$ cat src/rtl/ritc_vcdl_scan.sv
// VCDL phase scan: steps the clock phase shifter, accumulates feedback hits per
// step over a sync window and records the first step where the level flips.
module ritc_vcdl_scan #(
   parameter int NSTEPS     = 56,
   parameter int WINDOW     = 64,
   parameter int PS_TIMEOUT = 1023
) (
   input  logic       sysclk_i,
   input  logic       rst_n_i,
   input  logic       sync_i,
   input  logic       vcdl_fb_q_i,
   input  logic       start_i,
   output logic       ps_en_o,
   input  logic       ps_done_i,
   output logic       busy_o,
   output logic       done_o,
   output logic       error_o,
   output logic       edge_found_o,
   output logic [7:0] edge_step_o,
   output logic [7:0] count_o
);

   localparam int SW = $clog2(WINDOW + 1);
   localparam int TW = $clog2(PS_TIMEOUT + 1);

   typedef enum logic [2:0] {IDLE, ACCUM, STEP, WAIT_PS, DONE} state_t;

   state_t        state_q, state_d;
   logic          busy_q;
   logic [7:0]    step_q, step_d;
   logic [SW-1:0] sample_q, sample_d, hit_q, hit_d;
   logic [SW-1:0] sample_inc, hit_inc;
   logic [TW-1:0] tmo_q, tmo_d;
   logic          prev_level_q, prev_level_d;
   logic          error_q, error_d;
   logic          edge_found_q, edge_found_d;
   logic [7:0]    edge_step_q, edge_step_d;
   logic [7:0]    count_q, count_d;
   logic          start_ok, sync_hit, win_full, level, last_step, tmo_hit;

   assign start_ok   = (state_q == IDLE) && start_i;
   assign sync_hit   = (state_q == ACCUM) && sync_i;
   assign sample_inc = sample_q + SW'(1);
   assign hit_inc    = hit_q + SW'(vcdl_fb_q_i);
   // The sync that fills the window is evaluated together with its own hit.
   assign win_full   = sync_hit && (sample_inc == SW'(WINDOW));
   assign level      = (hit_inc >= SW'(WINDOW / 2));
   assign last_step  = (step_q == 8'(NSTEPS - 1));
   assign tmo_hit    = (state_q == WAIT_PS) && !ps_done_i && (tmo_q == TW'(PS_TIMEOUT - 1));

   always_ff @(posedge sysclk_i or negedge rst_n_i) begin
      if (!rst_n_i) begin
         state_q <= IDLE;
         busy_q  <= 1'b0;
      end else begin
         state_q <= state_d;
         busy_q  <= (state_d != IDLE);
      end
   end

   always_comb begin
      state_d = state_q;
      case (state_q)
         IDLE:    if (start_i) state_d = ACCUM;
         ACCUM:   if (win_full) state_d = last_step ? DONE : STEP;
         STEP:    state_d = WAIT_PS;
         WAIT_PS: begin
            if (ps_done_i)    state_d = ACCUM;
            else if (tmo_hit) state_d = DONE;
         end
         DONE:    state_d = IDLE;
         default: state_d = IDLE;
      endcase
   end

   always_comb begin
      ps_en_o      = (state_q == STEP);
      done_o       = (state_q == DONE);
      busy_o       = busy_q;
      error_o      = error_q;
      edge_found_o = edge_found_q;
      edge_step_o  = edge_step_q;
      count_o      = count_q;
   end

   always_comb begin
      step_d       = step_q;
      sample_d     = sample_q;
      hit_d        = hit_q;
      tmo_d        = tmo_q;
      prev_level_d = prev_level_q;
      error_d      = error_q;
      edge_found_d = edge_found_q;
      edge_step_d  = edge_step_q;
      count_d      = count_q;
      if (start_ok) begin
         step_d       = '0;
         sample_d     = '0;
         hit_d        = '0;
         edge_found_d = 1'b0;
         edge_step_d  = '0;
         error_d      = 1'b0;
      end
      if (sync_hit) begin
         sample_d = sample_inc;
         hit_d    = hit_inc;
      end
      if (win_full) begin
         count_d      = 8'(hit_inc);
         prev_level_d = level;
         if ((step_q != 8'd0) && (level != prev_level_q) && !edge_found_q) begin
            edge_found_d = 1'b1;
            edge_step_d  = step_q;
         end
      end
      if (state_q == STEP) tmo_d = '0;
      if (state_q == WAIT_PS) begin
         tmo_d = tmo_q + TW'(1);
         if (ps_done_i) begin
            step_d   = step_q + 8'd1;
            sample_d = '0;
            hit_d    = '0;
         end else if (tmo_hit) begin
            error_d = 1'b1;
         end
      end
   end

   always_ff @(posedge sysclk_i or negedge rst_n_i) begin
      if (!rst_n_i) begin
         step_q       <= '0;
         sample_q     <= '0;
         hit_q        <= '0;
         tmo_q        <= '0;
         prev_level_q <= 1'b0;
         error_q      <= 1'b0;
         edge_found_q <= 1'b0;
         edge_step_q  <= '0;
         count_q      <= '0;
      end else begin
         step_q       <= step_d;
         sample_q     <= sample_d;
         hit_q        <= hit_d;
         tmo_q        <= tmo_d;
         prev_level_q <= prev_level_d;
         error_q      <= error_d;
         edge_found_q <= edge_found_d;
         edge_step_q  <= edge_step_d;
         count_q      <= count_d;
      end
   end

endmodule

$ cat config.mk
export PLATFORM = sky130hd
export DESIGN_NAME = ritc_vcdl_scan
export DESIGN_NICKNAME = d
export VERILOG_FILES = /design/src/rtl/ritc_vcdl_scan.sv
export SDC_FILE = /design/constraint.sdc
export NUM_CORES = 1
export LEC_CHECK = 0
export ABC_AREA = 1
export BUFFER_PORTS_ARGS = -buffer_cell sky130_fd_sc_hd__buf_2
export CORE_AREA = 2 2 80 82
export DETAILED_ROUTE_END_ITERATION = 6
export DIE_AREA = 0 0 82 84
export PLACE_DENSITY_LB_ADDON = 0.12
export SYNTH_ARGS = -nofsm -noshare
export SYNTH_HDL_FRONTEND = slang
export SYNTH_SLANG_ARGS = --single-unit
$ cat constraint.sdc
create_clock -name sysclk_i -period 4 [get_ports sysclk_i]
set_clock_uncertainty 0.05 [all_clocks]
set_input_delay 0.8 -clock sysclk_i [delete_from_list [all_inputs] [get_ports sysclk_i]]
set_output_delay 0.8 -clock sysclk_i [all_outputs]
set_load 0.03 [all_outputs]
* Word level (Yosys, flattened, before mapping)
Cells that the tools add are included.
** Storage, ports and cells
- Bits in registers :: 54
- Input bits :: 6
- Output and inout port bits :: 21
- Word-level logic and storage cells :: 66
** Operators by class
- Add/subtract/negate cells :: 4
- Magnitude comparators :: 1
- Equality and inequality tests :: 8
- Multiplexer cells :: 29
- Reductions and logical operators :: 13
** Operators with widths (number)
- 7-bit 2-to-1 mux :: 8
- 8-bit 2-to-1 mux :: 6
- 10-bit 2-to-1 mux :: 2
- 3-bit 2-to-1 mux :: 5
- 3-bit case mux with 4 select lines :: 1
- 10-bit by 1-bit adder with 10-bit output (second input constant) :: 1
- 10-bit == test (second input constant) :: 1
- 8-bit by 1-bit adder with 8-bit output (second input constant) :: 1
- 8-bit by 6-bit == test with 1-bit output (second input constant) :: 1
- 8-bit nonzero test :: 1
- 7-bit by 1-bit adder with 7-bit output :: 1
- 7-bit by 1-bit adder with 7-bit output (second input constant) :: 1
- 7-bit == test (second input constant) :: 1
- 7-bit by 6-bit greater-or-equal comparator with 1-bit output (second input constant) :: 1
- 1-bit logical AND :: 7
- 1-bit 2-to-1 mux :: 7
- 3-bit by 2-bit == test with 1-bit output (second input constant) :: 2
- 3-bit by 1-bit == test with 1-bit output (second input constant) :: 1
- 3-bit == test (second input constant) :: 1
- 3-bit logical NOT :: 1
- 3-bit nonzero test :: 1
- 1-bit logical NOT :: 2
- 2-bit nonzero test :: 1
- 1-bit != test :: 1

* Logic depth before layout (Yosys ltp)
Gate-level depths: netlist of run 1.
- Depth after elaboration :: 7
- Gate-level depth with buffers :: 12
- Gate-level depth less buffers :: 12

* Worst setup path before layout of run 1
OpenSTA, ideal clock, no wires.
- Path kind :: input to register
- From :: input port vcdl_fb_q_i
- To :: register edge_step_q[0] (netlist: edge_step_o[0])
- Library setup time :: 65 ps
- Data arrival time :: 2009 ps
- Data required time :: 3885 ps
- Setup slack :: 1877 ps
- Stages :: 11
- Path buffers :: 0
- Cells stage by stage :: ha_1 -> ha_1 -> nand2_1 -> nand2_1 -> nand2_1 -> nand2_1 -> nand2_1 -> nand2_2 -> nor2_8 -> nand2_1 -> nand2_1
** Between the ends
- Cells in the longest elaborated chain, start to end :: 7
** Ends and longest elaborated chain
- start: declaration :: RTL line 11 : input logic vcdl_fb_q_i,
- 7-bit by 1-bit adder with 7-bit output :: RTL line 44 : assign hit_inc = hit_q + SW'(vcdl_fb_q_i);
- 7-bit by 6-bit greater-or-equal comparator with 1-bit output :: RTL line 47 : assign level = (hit_inc >= SW'(WINDOW / 2));
- 1-bit != test :: RTL line 111 : if ((step_q != 8'd0) && (level != prev_level_q) && !edge_found_q) begin
- 1-bit logical AND (2 in a row) :: RTL line 111
- 8-bit 2-to-1 mux :: RTL line 111
- 8-bit 2-to-1 mux :: RTL line 108 : if (win_full) begin
- via edge_step_d[0] :: RTL line 37 : logic [7:0] edge_step_q, edge_step_d;
- end signal: assignment :: RTL line 148 : edge_step_q <= edge_step_d;
- end: declaration :: RTL line 37
The timed path passes the listed nets, and every way through them passes these cells.
A chain may end at the register's enable or synchronous reset.

* Worst setup path after layout of run 1
- From :: register state_q[1]
- To :: output port ps_en_o
** Between the ends
- Cells in the longest elaborated chain, start to end :: 1
** Ends and longest elaborated chain
- start: declaration :: RTL line 28 : state_t state_q, state_d;
- start signal: assignment :: RTL line 56 : state_q <= state_d;
- 3-bit by 2-bit == test with 1-bit output :: RTL line 77 : ps_en_o = (state_q == STEP);
- end: declaration :: RTL line 13 : output logic ps_en_o,
No other way between the ends.

==> results.json, run 1 <==
{
  "status": "finished clean",
  "vias": 2343,
  "cts_resized": 0,
  "area_delta_synth_final_pct": 11.28,
  "viasPerCell": 4.975,
  "timing.final.crit_share_pct": 59.99,
  "min_from": "prev_level_q",
  "synthAdderAreaFrac_pct": 3.417,
  "routabilityCongestion": 0.8370,
  "fin_crit_ns": 2.400,
  "cp-end-kind": "output pin",
  "r2r-end": "edge_step_o[2]",
  "cap_viol_max_count": 0,
  "crit_fanout": 7,
  "fp.dieArea_sq_um": 6888,
  "syn_inst": 366,
  "synth_simple_gate_area_share_pct": 29.65,
  "grt_util_all_layers_pct": 18.34,
  "p_leak_nw": 1.705,
  "fin_util_pct": 53.47,
  "rows": 29,
  "hold_violations": 0,
  "netlist_area_sq_um": 2929,
  "clk_pin_slew_ns": 0.10,
  "yosysMostFrequentCell": "nand2_1",
  "design_area_sq_um": 3259,
  "core_area_sq_um": 6096,
  "ys_seq_area_share_pct": 46.13,
  "powerDensity_nw_per_um2": 580.3,
  "min_to": "prev_level_q",
  "syn_nets": 380,
  "worst_setup_path_start_kind": "flip-flop",
  "first_pass_iters": 4,
  "grt.busiest_layer": "met2",
  "grt_max_degree": 41,
  "synthTopCellsByArea": "dfrtp_1 46%, nand2_1 12%, nor2_1 6.7%",
  "synth_top_area_share_pct": 46.13,
  "use_met3_pct": 2.706,
  "hpwl_microns": 4088,
  "drive_above_1_share_pct": 13.71,
  "synth_xor_area_share_pct": 2.093,
  "cts_inserted_buffers": 5,
  "drt-total-wl_microns": 5804,
  "rsz0062_at_grt": "no",
  "synth_seq_cells": 54,
  "first_global_vias": 2220,
  "root_buffer": "clkbuf_8",
  "yosys-mux-area-fraction_pct": 0,
  "synthDistinctLibCells": 34,
  "ff2ff_path_depth": 10,
  "slew_violations": 0,
  "placed_cell_area_sq_um": 3117,
  "antenna_found_initial": 0,
  "gr-total-overflow": 0,
  "ir_worst_vdd_mv": 0.2828,
  "r2r_start": "sample_q[0]",
  "antenna_cells": 0,
  "synth_ff_type": "dfrtp_1",
  "synth_common_cells": "90 x nand2_1, 54 x dfrtp_1, 52 x nor2_1, 47 x inv_1, 21 x nand3_1",
  "synth_edf_count": 0,
  "yosysTopAreaCell": "dfrtp_1",
  "ios": 27,
  "clock_path_buffers": 2,
  "cts_setup_buffers": 0,
  "worstMarginPinSlew_ns": 0.8813,
  "fin_tns_setup_ns": 0,
  "drt_iter0_markers": 88,
  "synth_top_family_by_area": "simple AND/OR/NAND/NOR gates",
  "synth_area_per_cell_sq_um": 8.003,
  "synth-compound-area-share_pct": 10.38,
  "initial_core_util_pct": 48.05,
  "async_flop_share_pct": 100.0,
  "setup_violations": 0,
  "critical_path_class": "flip-flop to output pin",
  "whs_path_depth": 2,
  "clock_sinks": 54,
  "relSlewSlack_pct": 41.24,
  "postCtsHoldBufs": 0,
  "hold_class": "flip-flop to flip-flop",
  "antenna_left": 0,
  "arrival_ns": 1.55,
  "htree_levels": 2,
  "grt_pass1_wl_microns": 9915,
  "avgRoutedWirePerCell_microns": 12.32,
  "clock_latency_ns": 0.31,
  "port_buffers": 25,
  "use_met1_pct": 24.12,
  "die_w_microns": 82,
  "r2r_setup_slack_ns": 1.81,
  "grt_use_met2_pct": 30.67,
  "ys_warn_count": 0,
  "drc_errors": 0,
  "die_h_microns": 84,
  "cts_tree": "done",
  "dp_slack_ns": 1.624,
  "layout_setup_ws_ns": 1.600,
  "critical_path_required_ns": 3.15,
  "fmax_ghz": 0.4167,
  "final_nets": 407
}
[kinds of logic after synthesis]
| group | Yosys count |
|---|---|
| adder cells (fa/ha/maj) | 8 |
| buffers and inverters | 58 |
| other | 1 |
| flip-flops | 54 |
| AND/OR/NAND/NOR | 185 |
| AO/OA/AOI/OAI | 53 |
| XOR/XNOR | 7 |
[placed cells by master, fill, tap and decap left out, drive strengths merged, types with 7 or more instances in the layout]
master	count
a21oi	22
buf	27
dfrtp	54
ha	8
inv	50
nand2	94
nand3	22
nand4	7
nor2	58
o21ai	20
xor2	7
[critical path, stage by stage (launching register included)]
cell and delay [ns]:
dfrtp_1 0.49, inv_2 0.09, nor2_4 0.20, nand2_1 0.14
inv_1 0.12, buf_2 0.20
[worst max path at each step]
stage	end	start
detailed placement	edge_step_o[1]	vcdl_fb_q_i
finish	ps_en_o	state_q[1]
global route	ps_en_o	state_q[1]
floorplan	edge_step_o[0]	vcdl_fb_q_i
global placement	edge_step_o[3]	vcdl_fb_q_i
CTS	ps_en_o	state_q[1]
[metrics by stage]
step / cells / total power [mW] / hold slack, ns
after floorplan: 366 / 1.295 / 0.4051
after global placement: 463 / 1.449 / 0.4285
after detailed placement: 463 / 1.459 / 0.4333
after CTS: 471 / 1.911 / 0.4562
after global routing: 471 / 2.037 / 0.4758
final: 471 / 1.892 / 0.4482
[cell type report]
class / count / area, sq um
fillers: 576 / 2836
flip-flops and latches: 54 / 1351
multi-input cells: 254 / 1338
inverters: 51 / 191.4
repair buffers: 27 / 140.1
well taps: 77 / 96.34
clock buffers: 6 / 82.58
clock inverters: 2 / 60.06
[per-layer routing]
metal  up-vias  part of all wire [%]
met5         -                     0
met3         4                   2.1
met4         0                  0.83
met2        24                    49
li1       1209                     -
met1      1106                    48
[registers in the layout (all words and copies together) (netlist names), 3 cells and up]
signal / count
count_o: 7
edge_step_o: 8
hit_q: 7
sample_q: 7
state_q: 3
step_q: 8
tmo_q: 10
[power breakdown]
group | switching (mW) | internal [mW] | total (mW) | leakage [nW]
Sequential | 0.135 | 0.678 | 0.812 | 0.722
Clock | 0.177 | 0.267 | 0.444 | 0.0714
Combinational | 0.428 | 0.207 | 0.635 | 0.912
Total | 0.740 | 1.15 | 1.89 | 1.70
No activity file was read; power rests on OpenSTA's default activity.
==> run 2, diff against run 1 <==
ABC_AREA = 0   (was 1)
CORE_AREA = 2 2 79 81   (was 2 2 80 82)
DIE_AREA = 0 0 81 83   (was 0 0 82 84)
clock period = 2 ns   (was 4 ns; I/O delays follow)
==> results.json, run 2 <==
{
  "initial_core_util_pct": 48.71,
  "syn_nets": 317,
  "clock_latency_ns": 0.31,
  "core_area_sq_um": 5816,
  "design_area_sq_um": 3500,
  "avgRoutedWirePerCell_microns": 14.19,
  "grt_pass1_wl_microns": 10110,
  "ys_seq_area_share_pct": 47.70,
  "hold_class": "input port to asynchronous set/reset pin",
  "root_buffer": "clkbuf_8",
  "ys_warn_count": 0,
  "die_w_microns": 81,
  "cap_viol_max_count": 0,
  "ios": 27,
  "fp.dieArea_sq_um": 6723,
  "antenna_cells": 0,
  "dp_slack_ns": -0.1712,
  "cp-end-kind": "flip-flop",
  "netlist_area_sq_um": 2833,
  "synth_edf_count": 0,
  "fmax_ghz": 0.4892,
  "ir_worst_vdd_mv": 0.4264,
  "final_nets": 365,
  "rows": 28,
  "powerDensity_nw_per_um2": 674.7,
  "cp_cell_sequence": "ha_4, ha_4, nand3_2, or3_4, and4_4, o2111ai_4, clkbuf_16, mux2i_1",
  "crit_path_frequent_cell": "ha_4",
  "synth_ff_type": "dfrtp_1",
  "cp_slowest_cell": "dfrtp_1",
  "syn_inst": 303,
  "antenna_found_initial": 0,
  "hpwl_microns": 4130,
  "arrival_ns": 2.24,
  "antenna_left": 0,
  "critPathTopFamily": "simple AND/OR/NAND/NOR gates",
  "grt_max_degree": 34,
  "clk_pin_slew_ns": 0.11,
  "violations": "negative hold slack, negative setup slack",
  "instances_no_fill": 427,
  "synthTopCellsByArea": "dfrtp_1 48%, nand2_1 5.7%, mux2i_1 4.6%",
  "cts_tree": "done",
  "drt_iter0_markers": 146,
  "routabilityCongestion": 0.8118,
  "first_global_vias": 2123,
  "viasPerCell": 5.410,
  "worst_setup_path_start_kind": "flip-flop",
  "fin_tns_setup_ns": -0.2706,
  "setup_violations": 8,
  "slowest_delay_ns": 0.40,
  "synth_area_per_cell_sq_um": 9.349,
  "timing.final.crit_share_pct": 102.2,
  "rsz0062_at_grt": "yes",
  "area_delta_synth_final_pct": 23.54,
  "largest_reg_flops": 10,
  "layout_setup_ws_ns": -0.04433,
  "drc_errors": 0,
  "drt-total-wl_microns": 6060,
  "clock_path_buffers": 2,
  "crit_fanout": 4,
  "htree_levels": 2,
  "die_h_microns": 83,
  "hold_ws_ns": -0.003704,
  "port_buffers": 25,
  "synth_common_cells": "54 x dfrtp_1, 43 x nand2_1, 25 x nor2_1, 21 x nand3_1, 20 x o21ai_0",
  "synth_top_area_share_pct": 47.70,
  "cts_inserted_buffers": 5,
  "critical_path_class": "flip-flop to flip-flop",
  "yosysTopAreaCell": "dfrtp_1",
  "fin_crit_ns": 2.044,
  "path_buf_inv": 1,
  "async_flop_share_pct": 100.0,
  "clock_sinks": 54,
  "drive_above_1_share_pct": 25.85,
  "synth_seq_cells": 54,
  "grt_util_all_layers_pct": 18.85,
  "gr-total-overflow": 0,
  "critical_path_required_ns": 2.20,
  "regMostFlops": "tmo_q",
  "relSlewSlack_pct": 64.61,
  "p_leak_nw": 1.647,
  "mostFrequentLayoutCell": "dfrtp_1",
  "status": "complete, but fails checks",
  "synthDistinctLibCells": 47,
  "yosysMostFrequentCell": "dfrtp_1",
  "first_pass_iters": 4,
  "slew_violations": 0,
  "worstMarginPinSlew_ns": 0.5308,
  "placed_cell_area_sq_um": 3261,
  "vias": 2310,
  "layout_common_cells": "54 x dfrtp_1, 43 x nand2_1, 25 x nor2_1, 25 x buf_4, 24 x buf_2",
  "dpl.cell_count": 414,
  "hold_violations": 10
}
## run 2: cell count changes after synthesis, moves of 11 or more
cell      change
nand2_1      -47
mux2i_1      +13
nor2_1       -27
inv_1        -36
nor3_1       +12
clkbuf_1     +11
## run 2: worst reg2reg max path, cell delays in order (launching register included)
cell	delay (ns)
dfrtp_1	0.40
ha_4	0.16
ha_4	0.14
nand3_2	0.07
or3_4	0.35
and4_4	0.18
o2111ai_4	0.26
clkbuf_16	0.20
mux2i_1	0.16
## run 2: report_power, final
group / internal [mW] / total [mW] / leakage (nW) / switching (mW)
Combinational: 0.240 / 0.467 / 0.907 / 0.226
Sequential: 1.16 / 1.25 / 0.699 / 0.0845
Clock: 0.252 / 0.649 / 0.0408 / 0.398
Total: 1.65 / 2.36 / 1.65 / 0.708
## run 2: cells by family (layout without fill, tap and decap cells)
kind of cell               count (synthesis)  in the layout  synth area share, %
xor gates and xnor gates                   9              9                2.783
muxes                                     20             20                7.376
AOI/OAI and AO/OA                         55             55                11.88
buffers and inverters                     26             75                4.152
DFF                                       54             54                47.70
other                                      1              1               0.1324
and+or+nand+nor                          130            130                22.44
adders and majority gates                  8              8                3.534
## run 2: worst paths after layout
kind                                from             end  slack [ns]  cells after the start
max in group asynchronous        rst_n_i     sample_q[0]        1.33                      2
worst min-delay path             rst_n_i  edge_step_o[5]      -0.004                      1
min in group sysclk_i            start_i          busy_o        0.38                      3
worst max-delay path            hit_q[0]  edge_step_o[6]       -0.04                      8
worst max register to register  hit_q[0]  edge_step_o[6]       -0.04                      8
worst min register to register   error_o         error_o        0.43                      2
## run 2: what timing repair did
action / 4_1_cts / 5_1_grt
pin swaps: 1 / 5
hold endpoints to repair: 0 / 0
setup endpoints to repair: 9 / 20
cloned: 0 / 1
gates resized for setup: 2 / 15
setup buffers: 0 / 4
hold buffers: 0 / 0
## run 2: per-stage QoR
step / utilization, % / power [mW]
final: 60.18 / 2.361
after global routing: 60.18 / 2.501
after detailed placement: 56.07 / 1.667
after CTS: 57.85 / 2.330
after global placement: 56.07 / 1.657
after floorplan: - / 1.508
## run 2: layout make-up
type / instances / area, sq um
Timing Repair Buffer: 56 / 426.7
Clock inverter: 3 / 23.77
Fill cell: 516 / 2316
Tap cell: 75 / 93.84
Inverter: 11 / 41.29
Clock buffer: 5 / 68.82
Multi-Input combinational cell: 223 / 1494
Sequential cell: 54 / 1351
## run 2: metal layers
metal	wire (microns)	share of wire [%]	vias up	track usage, %
li1	-	-	1152	-
met1	2971	49	1117	26.81
met2	2880	48	35	29.00
met3	144	2.4	6	3.804
met4	63	1.0	0	5.393
met5	0	0	-	0
==> run 3, diff against run 2 <==
CORE_AREA = 2 2 75 77   (was 2 2 79 81)
CTS_BUF_LIST = sky130_fd_sc_hd__clkbuf_4 sky130_fd_sc_hd__clkbuf_8   (was unset)
DIE_AREA = 0 0 77 79   (was 0 0 81 83)
clock period = 2.1 ns   (was 2 ns; I/O delays follow)
==> results.json, run 3 (synthesis gave the netlist of run 2 again) <==
{
  "crit_path_end": "edge_step_o[1]",
  "fp.dieArea_sq_um": 6083,
  "cp_slowest_cell": "dfrtp_1",
  "rows": 27,
  "clock_path_buffers": 2,
  "worst_setup_path_start_kind": "flip-flop",
  "status": "finished clean",
  "swShare_pct": 27.42,
  "first_pass_iters": 4,
  "ir_worst_vdd_mv": 0.4500,
  "htree_levels": 2,
  "hpwl_microns": 4126,
  "seq_power_share_pct": 51.2,
  "largest_reg_flops": 10,
  "clk_pin_slew_ns": 0.11,
  "avgRoutedWirePerCell_microns": 14.08,
  "cp_cell_sequence": "ha_4, ha_4, nand3_2, or3_4, and4_4, o2111ai_4, clkbuf_16, mux2i_1",
  "cp-end-kind": "flip-flop",
  "crit_start": "hit_q[0]",
  "relSlewSlack_pct": 62.56,
  "layout_setup_ws_ns": 0.04453,
  "dpl.cell_count": 411,
  "fin_util_pct": 64.13,
  "critPathTopFamily": "simple AND/OR/NAND/NOR gates",
  "core_area_sq_um": 5338,
  "critical_path_class": "flip-flop to flip-flop",
  "p_leak_nw": 1.652,
  "r2r_start": "hit_q[0]",
  "layout_common_cells": "54 x dfrtp_1, 43 x nand2_1, 25 x nor2_1, 25 x buf_2, 25 x buf_4",
  "cap_viol_max_count": 0,
  "ios": 27,
  "drt-total-wl_microns": 5927,
  "grt_max_degree": 32,
  "postCtsHoldBufs": 0,
  "fin_tns_setup_ns": 0,
  "first_global_vias": 2066,
  "slowest_delay_ns": 0.39,
  "drive_above_1_share_pct": 24.36,
  "gr-total-overflow": 0,
  "r2r-end": "edge_step_o[1]",
  "port_buffers": 25,
  "arrival_ns": 2.26,
  "p_sw_uw": 628.1,
  "initial_core_util_pct": 53.07,
  "crit_path_frequent_cell": "ha_4",
  "critical_path_required_ns": 2.30,
  "clkPwrFrac_pct": 31.7,
  "grt_pass1_wl_microns": 9818,
  "drc_errors": 0,
  "final_nets": 362,
  "cell_internal_pwr_mw": 1.662,
  "clock_latency_ns": 0.32,
  "setup_violations": 0,
  "area_delta_synth_final_pct": 20.85,
  "die_h_microns": 79,
  "rsz0062_at_grt": "yes",
  "power_mw": 2.290,
  "hold_violations": 0,
  "worstMarginPinSlew_ns": 0.5615,
  "antenna_cells": 0,
  "crit_fanout": 4,
  "timing.final.crit_share_pct": 97.88,
  "drt_iter0_markers": 98,
  "cts_tree": "done",
  "slew_violations": 0,
  "antenna_found_initial": 0,
  "viasPerCell": 5.425,
  "clock_sinks": 54,
  "instances_no_fill": 421,
  "power_frac_comb_pct": 17.1,
  "antenna_left": 0,
  "fin_crit_ns": 2.055,
  "grt_util_all_layers_pct": 20.42,
  "routabilityCongestion": 0.7840,
  "design_area_sq_um": 3423,
  "regMostFlops": "tmo_q",
  "path_buf_inv": 1,
  "mostFrequentLayoutCell": "dfrtp_1",
  "vias": 2284,
  "hold_class": "input port to asynchronous set/reset pin",
  "cp.depth": 8,
  "dp_slack_ns": -0.2042,
  "hold_ws_ns": 0.02711,
  "root_buffer": "clkbuf_8",
  "placed_cell_area_sq_um": 3223,
  "cts_inserted_buffers": 5,
  "ff2ff_path_depth": 8,
  "r2r_setup_slack_ns": 0.04,
  "powerDensity_nw_per_um2": 669.1,
  "die_w_microns": 77,
  "fmax_ghz": 0.4865
}
[run 3: cell type report]
class | instances | area, sq um
fillers | 480 | 1914
multi-input cells | 223 | 1449
flip-flops and latches | 54 | 1351
repair buffers | 53 | 377.9
well taps | 72 | 90.09
clock buffers | 6 | 76.32
inverters | 11 | 41.29
clock inverters | 2 | 37.54
[run 3: power groups by stage]
stage                     clock network, mW  registers (mW)  logic (mW)
final                                 0.725            1.17       0.392
after global routing                  0.781            1.18       0.449
after CTS                             0.751            1.17       0.394
after detailed placement                  0            1.19       0.385
after global placement                    0            1.19       0.376
after floorplan                           0            1.19       0.225
[run 3: what timing repair did]
| item | CTS | global route |
|---|---|---|
| endpoints found under the setup margin | 8 | 15 |
| hold endpoints to repair | 0 | 0 |
| buffers inserted | 0 | 1 |
| gates cloned | 0 | 1 |
| pin swaps | 0 | 4 |
| gates resized for setup | 2 | 7 |
[run 3: how the worst min path moves through the flow]
stage	startpoint	endpoint	slack, ns	cells past startpoint
floorplan	rst_n_i	busy_o	0.07	0
global placement	rst_n_i	edge_step_o[7]	0.39	1
detailed placement	rst_n_i	edge_step_o[7]	0.40	1
CTS	rst_n_i	step_q[0]	0.04	1
global route	rst_n_i	edge_step_o[7]	0.08	1
finish	rst_n_i	step_q[1]	0.03	1
[run 3: worst register-to-register path, cell delays in order, from the launching register on]
cell and delay [ns]:
dfrtp_1 0.39, ha_4 0.17, ha_4 0.15, nand3_2 0.07, or3_4 0.35, and4_4 0.19, o2111ai_4 0.27, clkbuf_16 0.20
mux2i_1 0.17
[run 3: per-layer routing]
| metal | vias up | GRT usage [%] | wire length [microns] |
|---|---|---|---|
| met4 | 0 | 7.857 | 76 |
| met3 | 6 | 3.864 | 166 |
| met1 | 1103 | 27.21 | 2862 |
| li1 | 1140 | - | - |
| met2 | 35 | 33.33 | 2822 |
| met5 | - | 0 | 0 |
